**config.mk**
```make
export PLATFORM = sky130hd
export DESIGN_NAME = gated_clock_bank
export DESIGN_NICKNAME = d
export VERILOG_FILES = /design/src/rtl/gated_clock_bank.sv
export SDC_FILE = /design/constraint.sdc
export NUM_CORES = 1
export LEC_CHECK = 0
export CAP_MARGIN = 10
export CORE_AREA = 3 3 73 75
export DETAILED_ROUTE_END_ITERATION = 10
export DIE_AREA = 0 0 76 78
export GPL_ROUTABILITY_DRIVEN = 0
export GPL_TIMING_DRIVEN = 0
export PLACE_DENSITY_LB_ADDON = 0.15
export SYNTH_ARGS = -nofsm -noshare
export SYNTH_HDL_FRONTEND = slang
export SYNTH_SLANG_ARGS = --single-unit
```
**constraint.sdc**
```tcl
create_clock -name clk -period 1.5 [get_ports clk]
set_input_delay 0.3 -clock clk [delete_from_list [all_inputs] [get_ports clk]]
set_output_delay 0.3 -clock clk [all_outputs]
set_load 0.01 [all_outputs]
```
**src/rtl/gated_clock_bank.sv**
```systemverilog
// Bank of per-channel enabled registers with an activity monitor that drives the
// enable of an external clock-gating cell and stalls writes while the gated domain wakes.
module gated_clock_bank #(
    parameter int unsigned WIDTH       = 8,
    parameter int unsigned CHANNELS    = 4,
    parameter int unsigned IDLE_CYCLES = 8,
    parameter int unsigned WAKE_CYCLES = 2
) (
    input  logic                      clk,
    input  logic                      reset_in,
    input  logic [CHANNELS*WIDTH-1:0] d_in,
    input  logic [CHANNELS-1:0]       enable_in,
    output logic                      ready_out,
    output logic [CHANNELS*WIDTH-1:0] q_out,
    output logic [CHANNELS-1:0]       valid_out,
    output logic                      gate_en_out,
    output logic                      gated_out
);

    localparam int unsigned IDLE_W = $clog2(IDLE_CYCLES + 1);
    localparam int unsigned WAKE_W = $clog2(WAKE_CYCLES + 1);
    localparam logic [IDLE_W-1:0] IDLE_LAST = IDLE_W'(IDLE_CYCLES - 1);
    localparam logic [WAKE_W-1:0] WAKE_LAST = WAKE_W'(WAKE_CYCLES - 1);

    typedef enum logic [1:0] {
        ST_ACTIVE,
        ST_GATED,
        ST_WAKE
    } state_t;

    state_t              state;
    state_t              state_nx;
    logic [IDLE_W-1:0]   idle_cnt;
    logic [IDLE_W-1:0]   idle_nx;
    logic [WAKE_W-1:0]   wake_cnt;
    logic [WAKE_W-1:0]   wake_nx;
    logic                any_req;
    logic [CHANNELS-1:0] accept;

    assign any_req = |enable_in;
    assign accept  = enable_in & {CHANNELS{ready_out}};

    always_comb begin
        state_nx = state;
        idle_nx  = idle_cnt;
        wake_nx  = wake_cnt;
        case (state)
            ST_ACTIVE: begin
                if (any_req) begin
                    idle_nx = '0;
                end else if (idle_cnt == IDLE_LAST) begin
                    state_nx = ST_GATED;
                    idle_nx  = '0;
                end else begin
                    idle_nx = idle_cnt + 1'b1;
                end
            end
            ST_GATED: begin
                if (any_req) begin
                    state_nx = ST_WAKE;
                    wake_nx  = '0;
                end
            end
            ST_WAKE: begin
                // Wake runs to completion even if the request is withdrawn.
                if (wake_cnt == WAKE_LAST) begin
                    state_nx = ST_ACTIVE;
                    idle_nx  = '0;
                    wake_nx  = '0;
                end else begin
                    wake_nx = wake_cnt + 1'b1;
                end
            end
            default: begin
                state_nx = ST_ACTIVE;
                idle_nx  = '0;
                wake_nx  = '0;
            end
        endcase
    end

    always_ff @(posedge clk) begin
        if (reset_in) begin
            state    <= ST_ACTIVE;
            idle_cnt <= '0;
            wake_cnt <= '0;
        end else begin
            state    <= state_nx;
            idle_cnt <= idle_nx;
            wake_cnt <= wake_nx;
        end
    end

    // Status outputs are registered from the next state so the ICG enable never glitches.
    always_ff @(posedge clk) begin
        if (reset_in) begin
            ready_out   <= 1'b1;
            gate_en_out <= 1'b1;
            gated_out   <= 1'b0;
        end else begin
            ready_out   <= (state_nx == ST_ACTIVE);
            gate_en_out <= (state_nx != ST_GATED);
            gated_out   <= (state_nx == ST_GATED);
        end
    end

    always_ff @(posedge clk) begin
        if (reset_in) begin
            q_out     <= '0;
            valid_out <= '0;
        end else begin
            valid_out <= accept;
            for (int unsigned i = 0; i < CHANNELS; i++) begin
                if (accept[i]) begin
                    q_out[i*WIDTH +: WIDTH] <= d_in[i*WIDTH +: WIDTH];
                end
            end
        end
    end

endmodule

```
== Word-level counts from Yosys, hierarchy flattened ==
Cells that the tools add are included.

* $add $sub $neg: 2
* Eq/ne operators: 8
* Multiplexer cells: 12
* Bitwise logic cells: 3
* Reductions and logical operators: 5

{| class="wikitable"
|+ Operators by type and width
! kind !! count
|-
| two-way mux 2 bit || 6
|-
| two-way mux 4 bit || 3
|-
| one-hot mux 2 bit (3 select lines) || 2
|-
| one-hot mux 4 bit (3 select lines) || 1
|-
| equality test 2 x 1 -> 1 bit (second input constant) || 3
|-
| adder 4 x 1 -> 4 bit (second input constant) || 1
|-
| bitwise AND 4 bit || 1
|-
| equality test 4 x 3 -> 1 bit (second input constant) || 1
|-
| logical NOT 2 bit || 2
|-
| != test 2 bit (second input constant) || 2
|-
| AND reduction 2 bit || 2
|-
| OR reduction 4 bit || 1
|-
| adder 2 x 1 -> 2 bit (second input constant) || 1
|-
| equality test 2 bit (second input constant) || 1
|-
| != test 2 x 1 -> 1 bit (second input constant) || 1
|-
| NOT 1 bit || 2
|}

* Register bits after elaboration: 47
* Input port bits: 38
* Output and inout bits: 39

== Longest topological paths before layout ==
Gate-level depths: netlist (run 1).

* Depth in word-level cells: 5
* Mapped depth: 5
* Mapped depth without buffers: 5

== Worst setup path before layout (run 1) ==
OpenSTA, ideal clock, no wires.

* Path kind: input-to-reg
* Start: in enable_in[0]
* End: reg idle_cnt[3]
* Library setup time: 74 ps
* Arrival: 1351 ps
* Required time: 1426 ps
* Slack: 75 ps
* Stages on the path: 5
* Path buffers: 1
* Cells stage by stage: or4_4 buf_6 nor3_4 nand3_1 a31oi_1

* Cells in the longest elaborated chain, start to end: 3

{| class="wikitable"
|+ Ends and longest elaborated chain
! item !! line !! source
|-
| start, declared || 12 || <nowiki>input logic [CHANNELS-1:0] enable_in,</nowiki>
|-
| OR reduction 4 bit || 40 || <nowiki>assign any_req = |enable_in;</nowiki>
|-
| two-way mux 4 bit || 49 || <nowiki>if (any_req) begin</nowiki>
|-
| one-hot mux 4 bit (3 select lines) || 47 || <nowiki>case (state)</nowiki>
|-
| end signal, assigned || 89 || <nowiki>idle_cnt <= idle_nx;</nowiki>
|-
| end, declared || 33 || <nowiki>logic [IDLE_W-1:0] idle_cnt;</nowiki>
|}

Every way passes these cells.
A chain may end at the register's enable or synchronous reset.

== Worst setup path after layout (run 1) ==
* Start: reg q_out[2]
* End: out q_out[2]

{| class="wikitable"
|+ RTL lines
! item !! line !! source
|-
| start, declared || 14 || <nowiki>output logic [CHANNELS*WIDTH-1:0] q_out,</nowiki>
|-
| start signal, assigned by index || 115 || <nowiki>q_out[i*WIDTH +: WIDTH] <= d_in[i*WIDTH +: WIDTH];</nowiki>
|}

No word-level cell between the ends.

==> results of run 1 <==
-- final timing paths --
kind	cells after the start	end	start	slack [ps]
max	1	q_out[2]	q_out[2]	30
min	2	idle_cnt[2]	reset_in	390
max reg2reg	4	idle_cnt[0]	state[1]	160
min reg2reg	2	q_out[5]	q_out[5]	450
-- metrics by stage --
step / setup WS, ps / cells / TNS (ps) / total power (W) / utilization (%)
final: 27.8 / 357 / 0 / 0.00248 / 58.0
after global routing: 0.0338 / 357 / 0 / 0.00260 / 58.0
after CTS: -2.68 / 357 / -2.68 / 0.00252 / 56.3
after detailed placement: -463 / 349 / -14250 / 0.00171 / 54.4
after global placement: -446 / 349 / -13720 / 0.00171 / 54.4
after floorplan: 75.0 / 207 / 0 / 0.00148 / -
-- cells in the final DEF, fill, tap and decap left out, types with 2 or more instances in the layout --
master / netlist / final
dlygate4sd2_1: 0 / 4
nand2_1: 39 / 39
clkbuf_2: 0 / 4
a21oi_1: 37 / 37
nor2_1: 11 / 11
dfxtp_1: 47 / 47
clkbuf_8: 0 / 7
a22oi_1: 2 / 2
clkdlybuf4s50_1: 0 / 46
nor4_2: 1 / 2
nand3_1: 34 / 33
nor4_1: 3 / 2
nand2b_1: 4 / 4
dlymetal6s2s_1: 0 / 25
clkbuf_1: 12 / 9
-- final cells by class --
class / count / area (µm²)
buffer: 13 / 53.8
inverter: 1 / 3.75
sequential: 47 / 941
timing repair buffer: 76 / 816
tap: 67 / 83.8
antenna: 1 / 2.50
clock buffer: 8 / 100
multi-input combinational: 144 / 737
fill: 440 / 1990
-- per-layer routing --
metal / GRT usage, % / vias to the layer above
met1: 19.6 / 755
met3: 7.42 / 2
met5: 0 / -
li1: - / 870
met4: 3.80 / 0
met2: 22.6 / 67
-- sequential cells by signal, summed over array words and instances (netlist names) --
register	flops
gate_en_out	1
q_out	32
valid_out	4
ready_out	1
wake_cnt	2
gated_out	1
state	2
idle_cnt	4
-- power by group through the flow --
stage | combinational, W | clock (W) | sequential, W
floorplan | 0.000100 | 0 | 0.00138
global placement | 0.000355 | 0 | 0.00135
detailed placement | 0.000355 | 0 | 0.00135
CTS | 0.000353 | 0.000842 | 0.00133
global route | 0.000374 | 0.000895 | 0.00133
finish | 0.000341 | 0.000812 | 0.00132
-- kinds of logic after synthesis --
logic type,Yosys count
simple gates,99
flops,47
compound gates,43
buf+inv,16
mux,1
fa+ha+maj,1
-- timing repair --
action | 4_1_cts | 5_1_grt
setup endpoints to repair | 22 | 61
pin swaps | 4 | 4
buffers inserted | 1 | 0
resized for setup | 4 | 34
hold buffers | 0 | 0
==> impl_metrics.csv, run 1 <==
group,metric,value,unit
status,status,"completed",
floorplan,io_pins,77,
hold_path,hold_class,"input pin to flop",
detailed_routing,wl_met1,1960,µm
layout,layout.nets,327,
clocking,h-tree-depth,2,
clocking,cts_buffers,5,
synth,syn_nets,246,
detailed_routing,via_count,1694,
synth,synth_area_leader_cell,"dfxtp_1",
detailed_routing,route.detailed.drc,0,
worst_setup_path,crit_family,"buffers and inverters",
grt,grt_max_degree,14,
synth,synthesis.area,1730,µm²
synth,ys_ff_latch,47,
pwr,p_clk_share,32.8,%
synth,synth_edf_count,0,
synth,synth.top_cell.area_share,54.3,%
synth,ys_types,26,
pwr,powerDensity,905,nW/µm²
pwr,p_comb_share,13.8,%
timing,maxSlewHeadroom,67.3,%
synth,synth_top_family_by_area,"simple AND/OR/NAND/NOR gates",
synth,synthTopCellsByArea,"dfxtp_1 54%, a21oi_1 11%, nand3_1 9.8%",
detailed_routing,routed.top_layer,"met4",
clocking,clk_latency,290,ps
place,io_buffers,75,
layout,fin_area,2740,µm²
timing,skew,3.71,ps
detailed_routing,first_iter_violations,72,
worst_setup_path,critical_path_peak_fanout,2,
pwr,p_sw_share,22.6,%
floorplan,core.rowCount,25,
synth,synth_xor_area_share,0,%
clocking,ctsLongestPathBuffers,2,
detailed_routing,postRouteAntennaNets,0,
worst_setup_path,cp-start-kind,"flop",
detailed_routing,route.met2.wl,1970,µm
layout,syn2layout_area_growth,57.9,%
synth,synth_compound_area_share,13.1,%
synth,synthCells,207,
timing,clock.fmax,679,MHz
synth,synthMuxAreaShare,0.577,%
pwr,p_int,0.00192,W
grt,gr-total-overflow,0,
floorplan,die_h,78,µm
floorplan,die-width,76,µm
clocking,clock_sinks,47,
timing,fin_crit_sh,98.1,%
clocking,cts_tree,"built",
synth,synthFlopType,"dfxtp_1",
detailed_routing,routed_wl,4470,µm
worst_setup_path,path_class,"flop to output pin",
pwr,p_leak,1.36,nW
timing,period_needed,1470,ps
timing,finalHoldViolCount,0,
pwr,pwr-share-seq,53.4,%
place,dp_hpwl,3200,µm
timing,hold-worst-slack,391,ps
worst_setup_path,path_cells,"clkdlybuf4s50_1",
worst_setup_path,crit_required,1200,ps
floorplan,core-area,4720,µm²
worst_setup_path,cp_data_arrival_time,1170,ps
detailed_routing,wl_per_cell,12.5,µm
synth,avgSynthCellArea,8.38,µm²
synth,async_flop_share,0,%
layout,drive_above_1_share,6.23,%
timing,tightest_slew,490,ps
timing,final_max_slew_viol_count,0,
floorplan,dieArea,5930,µm²
detailed_routing,drt_pass1_iterations,4,
timing,setup_viol_count_final,0,
grt,grt_pass1_vias,1579,
synth,ys.warnings.count,0,
grt,antenna_found_initial,1,
worst_setup_path,cpPeakStageDelay,540,ps
grt,grt_use_total,15.2,%
detailed_routing,met3_length,520,µm
synth,synth_common_cells,"47 x dfxtp_1, 39 x nand2_1, 37 x a21oi_1",
synth,yosysMostFrequentCell,"dfxtp_1",
clocking,clk_pin_slew,80,ps
grt,grt_pass1_wl,7250,µm
timing,grt_setup_unrepaired,"false",
clocking,cts-root-buf,"clkbuf_8",
place,dpl_cell_area,2570,µm²
synth,yosys.area_share.simple,27.5,%
floorplan,start_util,36.7,%
run,maxCapViolCount,0,
worst_setup_path,path_buf_inv,1,
synth,synth_fa_ha_area_share,0.722,%
pwr,ir_drop,0.000471,V
detailed_routing,via_per_inst,4.75,
synth,yosysSeqAreaShare,54.3,%
worst_setup_path,slowest_stage,"clkdlybuf4s50_1",
pwr,netSwitchingPower,0.000559,W
worst_setup_path,cp-end-kind,"output pin",
Power figures use the tool's default switching activity.
==> inputs of run 2 (changes only) <==
CAP_MARGIN = 0   (was 10)
CORE_AREA = 3 3 56 97   (was 3 3 73 75)
DIE_AREA = 0 0 59 100   (was 0 0 76 78)
GPL_TIMING_DRIVEN = not set   (was 0)
==> run 2 against run 1 <==
  * Count of clock-buffer cells in the layout fell by 2
  * Design area increased by 0.87%
  * Critical path depth unchanged
  * Sequential share of layout area down 0.30 points
  * Utilization is 0.71 points higher
  * Worst hold slack better by 52 ps
  * Critical path type unchanged
  * Critical endpoint is now q_out[19]
==> impl_metrics.csv, run 2 (synthesis gave the netlist of run 1 again) <==
group,metric,value,unit
floorplan,die_h,100,µm
status,status,"completed",
layout,largest_reg_flops,32,
grt,gr-total-overflow,0,
worst_setup_path,r2r_cells,4,
grt,grt_util_met3,5.41,%
grt,met1_usage,18.1,%
place,dp_hpwl,3140,µm
pwr,p_leak,1.46,nW
worst_setup_path,cp.depth,1,
grt,grt_pass1_wl,7560,µm
floorplan,dieArea,5900,µm²
layout,reg.largest.list,"q_out (32), idle_cnt (4), valid_out (4)",
grt,grt_use_total,16.4,%
timing,fin_crit_sh,97.0,%
timing,finalHoldViolCount,0,
clocking,clk_pin_slew,90,ps
detailed_routing,route.detailed.drc,0,
timing,period_needed,1450,ps
detailed_routing,routed_wl,4560,µm
clocking,clock_sinks,47,
layout,final_core_util,58.7,%
floorplan,io_pins,77,
layout,max_flop_register,"q_out",
grt,grt_max_degree,47,
layout,final_common_cell,"dfxtp_1",
hold_path,worstHoldPathCells,3,
layout,syn2layout_area_growth,59.2,%
worst_setup_path,path_cells,"clkdlybuf4s50_1",
grt,grt_pass1_vias,1678,
clocking,clk_latency,290,ps
detailed_routing,via_per_inst,5.04,
detailed_routing,via_count,1695,
clocking,holdBufCountCts,0,
clocking,h-tree-depth,2,
timing,clock.fmax,688,MHz
grt,antenna_found_initial,0,
worst_setup_path,critical_path_peak_fanout,2,
place,io_buffers,76,
run,maxCapViolCount,0,
timing,grt_setup_unrepaired,"false",
timing,setup_viol_count_final,0,
layout,layout.nets,322,
place,dpl_cell_area,2560,µm²
worst_setup_path,cp-start-kind,"flop",
floorplan,core.rowCount,33,
timing,final_max_slew_viol_count,0,
worst_setup_path,cp_data_arrival_time,1150,ps
pwr,ir_drop,0.000698,V
floorplan,start_util,36.8,%
timing,maxSlewHeadroom,74.5,%
layout,drive_above_1_share,7.75,%
worst_setup_path,crit_family,"buffers and inverters",
place,place_ws,-420,ps
worst_setup_path,crit_required,1200,ps
worst_setup_path,cpPeakStageDelay,540,ps
pwr,power.total,0.00262,W
floorplan,die-width,59,µm
detailed_routing,wl_per_cell,13.6,µm
clocking,ctsLongestPathBuffers,2,
detailed_routing,first_iter_violations,51,
timing,tightest_slew,383,ps
layout,num_antenna_cells,0,
detailed_routing,postRouteAntennaNets,0,
grt,grtUsageMet2,28.4,%
worst_setup_path,path_class,"flop to output pin",
detailed_routing,drt_pass1_iterations,4,
timing,hold-worst-slack,442,ps
pwr,powerDensity,949,nW/µm²
grt,busiest_layer,"met2",
worst_setup_path,slowest_stage,"clkdlybuf4s50_1",
layout,final_cell_mix,"47 x dfxtp_1, 40 x clkdlybuf4s50_1, 39 x nand2_1",
worst_setup_path,path_buf_inv,1,
worst_setup_path,cp-end-kind,"output pin",
timing,skew,5.07,ps
timing,fin_ws,45.7,ps
floorplan,core-area,4710,µm²
clocking,cts-root-buf,"clkbuf_8",
clocking,cts_tree,"built",
hold_path,hold_class,"input pin to flop",
clocking,cts_buffers,5,
layout,fin_area,2760,µm²
==> run 2: final timing paths <==
path / startpoint / to / slack, ps
max: q_out[19] / q_out[19] / 50
min reg2reg: q_out[9] / q_out[9] / 450
max reg2reg: ready_out / q_out[30] / 170
min: reset_in / idle_cnt[2] / 440
==> run 2: layout make-up <==
type	instances	area, µm²
multi-input cells	144	737
fillers	449	1950
clock buffers	6	82.6
inverters	1	3.75
repair buffers	84	897
clock inverters	2	35.0
well taps	52	65.1
flip-flops and latches	47	941
==> run 2: what timing repair did <==
action                                 4_1_cts  5_1_grt
pin swaps                                    4        3
gates resized for setup                      7       31
buffers inserted                             1        0
endpoints found under the hold margin        0        0
gates cloned                                 0        0
setup endpoints to repair                    7       32
==> run 2: power by group <==
| group | internal, W | leakage, nW | switching [W] |
|---|---|---|---|
| clock network | 0.000539 | 0.0612 | 0.000411 |
| logic | 0.000201 | 1.01 | 0.000146 |
| registers | 0.00130 | 0.386 | 0.0000227 |
| total | 0.00204 | 1.46 | 0.000580 |
==> run 2: metal layers <==
metal  part of all wire [%]  vias up
li1                       -      858
met1                     39      778
met2                     51       53
met3                    7.8        6
met4                    1.6        0
met5                      0        -
==> run 2: per-stage QoR <==
| step | cells | TNS (ps) |
|---|---|---|
| floorplan | 207 | 0 |
| detailed placement | 327 | -3690 |
| CTS | 336 | 0 |
| finish | 336 | 0 |
| global route | 336 | 0 |
| global placement | 327 | -3740 |
==> inputs of run 3 (changes only) <==
clock period = 1.3 ns   (was 1.5 ns; I/O delays follow)
==> run 3 against run 2 <==
  * Global-route usage shrank 0.14 points
  * Sequential cell count is the same
  * Sequential power grew 16%
  * Largest cell class unchanged
  * Design area shrank 3.5%
  * Critical path type is now flop to flop
  * Register-to-register slack lost 90 ps
==> impl_metrics.csv, run 3 (synthesis gave the netlist of run 1 again) <==
group,metric,value,unit
status,status,"completed",
worst_setup_path,crit_required,1470,ps
timing,fin_ws,82.7,ps
floorplan,die-width,59,µm
place,dp_hpwl,3320,µm
detailed_routing,wl_met1,1770,µm
detailed_routing,drt_pass1_iterations,4,
pwr,powerDensity,1100,nW/µm²
detailed_routing,route.detailed.drc,0,
layout,ff_latch_area,942,µm²
detailed_routing,wl_per_cell,13.3,µm
clocking,clock_sinks,47,
hold_path,min_from,"reset_in",
timing,clock.fmax,821,MHz
layout,max_flop_register,"q_out",
place,place_ws,-597,ps
layout,largest_reg_flops,32,
layout,syn2layout_area_growth,53.7,%
grt,grt_max_degree,37,
clocking,cts_buffers,5,
worst_setup_path,reg2reg_from,"state[1]",
pwr,p_comb_share,12.6,%
worst_setup_path,cp-end-kind,"flop",
worst_setup_path,critPathLaunch,"state[1]",
worst_setup_path,slowest_stage,"dfxtp_1",
clocking,clk_pin_slew,80,ps
worst_setup_path,cpPeakStageDelay,460,ps
place,io_buffers,76,
floorplan,die_h,100,µm
pwr,p_int,0.00226,W
floorplan,core-area,4710,µm²
detailed_routing,postRouteAntennaNets,0,
timing,period_needed,1220,ps
clocking,clk_latency,300,ps
layout,reg.largest.list,"q_out (32), idle_cnt (4), valid_out (4)",
worst_setup_path,cp_data_arrival_time,1390,ps
layout,drive_above_1_share,11.1,%
detailed_routing,routed.top_layer,"met4",
worst_setup_path,path_class,"flop to flop",
timing,final_max_slew_viol_count,0,
layout,multi_input_area,753,µm²
run,maxCapViolCount,0,
worst_setup_path,cp-start-kind,"flop",
timing,skew,6.83,ps
grt,grt_use_total,16.3,%
detailed_routing,via_per_inst,5.08,
floorplan,dieArea,5900,µm²
pwr,netSwitchingPower,0.000667,W
detailed_routing,met3_length,365,µm
layout,fill_cells,478,
floorplan,start_util,36.8,%
timing,tightest_slew,423,ps
layout,final_common_cell,"dfxtp_1",
clocking,cts-root-buf,"clkbuf_8",
floorplan,io_pins,77,
layout,layout.nets,326,
pwr,p_sw_share,22.8,%
worst_setup_path,critical_path_peak_fanout,6,
clocking,ctsLongestPathBuffers,2,
detailed_routing,first_iter_violations,56,
grt,gr-total-overflow,0,
detailed_routing,routed_wl,4520,µm
grt,grt_pass1_vias,1650,
timing,finalHoldViolCount,0,
grt,antenna_found_initial,0,
grt,grt_pass1_wl,7490,µm
timing,fin_crit_sh,93.6,%
timing,maxSlewHeadroom,71.8,%
hold_path,hold_class,"input pin to flop",
layout,final_cell_mix,"46 x dfxtp_1, 39 x nand2_1, 39 x dlygate4sd2_1",
layout,final_core_util,56.6,%
pwr,p_leak,1.16,nW
timing,grt_setup_unrepaired,"true",
pwr,ir_drop,0.00100,V
floorplan,core.rowCount,33,
clocking,cts_tree,"built",
worst_setup_path,path_cells,"nand2b_1 > a21bo_2 > a22oi_1 > nor2_1",
layout,num_antenna_cells,0,
detailed_routing,via_count,1722,
clocking,h-tree-depth,2,
timing,setup_viol_count_final,0,
pwr,power.total,0.00293,W
detailed_routing,route.met2.wl,2320,µm
pwr,p_clk_share,35.4,%
pwr,pwr-share-seq,52.1,%
[run 3: cell count changes in the layout (fill, tap and decap cells not counted), sizes merged]
| cell | before | now |
|---|---|---|
| dlygate4sd2 | 6 | 39 |
| dlymetal6s2s | 29 | 0 |
| clkdlybuf4s50 | 40 | 32 |
| buf | 9 | 14 |
| clkbuf | 6 | 7 |
| clkdlybuf4s15 | 0 | 1 |
| clkinv | 1 | 0 |
| clkinvlp | 0 | 1 |
[run 3: power groups by stage]
| stage | sequential (W) | clock (W) | combinational (W) |
|---|---|---|---|
| 2_1_floorplan | 0.00159 | 0 | 0.000116 |
| 3_3_place_gp | 0.00156 | 0 | 0.000414 |
| 3_5_place_dp | 0.00156 | 0 | 0.000415 |
| 4_1_cts | 0.00153 | 0.00106 | 0.000373 |
| 5_1_grt | 0.00154 | 0.00113 | 0.000407 |
| 6_report | 0.00153 | 0.00104 | 0.000368 |
[run 3: path summary, 6_finish.rpt]
kind | to | slack, ps | cells after the start
worst max register to register | idle_cnt[0] | 80 | 4
worst max-delay path | idle_cnt[0] | 80 | 4
worst min-delay path | wake_cnt[0] | 370 | 2
worst min register to register | q_out[1] | 450 | 2
[run 3: final cells by class]
class,instances,area share [%]
Clock buffer,5,2.58
Clock inverter,2,1.41
Inverter,1,0.141
Multi-Input combinational cell,144,28.3
Sequential cell,47,35.4
Tap cell,52,2.44
Timing Repair Buffer,88,29.8
[run 3: repair_timing]
item,CTS,global route
hold buffers,0,0
pin swaps,6,4
buffers inserted,2,0
gates resized for setup,48,9
endpoints found under the setup margin,49,8
[run 3: critical path, delay by kind of cell, from the launching register on]
family             cells  cell delay [ps]
and+or+nand+nor        2              200
DFF                    1              460
AOI/OAI and AO/OA      2              440
[run 3: metrics by stage]
| step | cell area (µm²) | instances | hold slack (ps) | setup TNS, ps |
|---|---|---|---|---|
| 2_1_floorplan | 1740 | 207 | 408 | -134 |
| 3_5_place_dp | 2580 | 330 | 446 | -10000 |
| 6_report | 2670 | 339 | 372 | 0 |
| 5_1_grt | 2670 | 339 | 392 | -3.88 |
| 4_1_cts | 2650 | 339 | 356 | 0 |
| 3_3_place_gp | 2580 | 330 | 441 | -9130 |
[run 3: layer usage]
layer / up-vias / global-route usage, %
li1: 867 / -
met1: 798 / 18.2
met2: 52 / 27.5
met3: 5 / 5.92
met4: 0 / 6.28
met5: - / 0
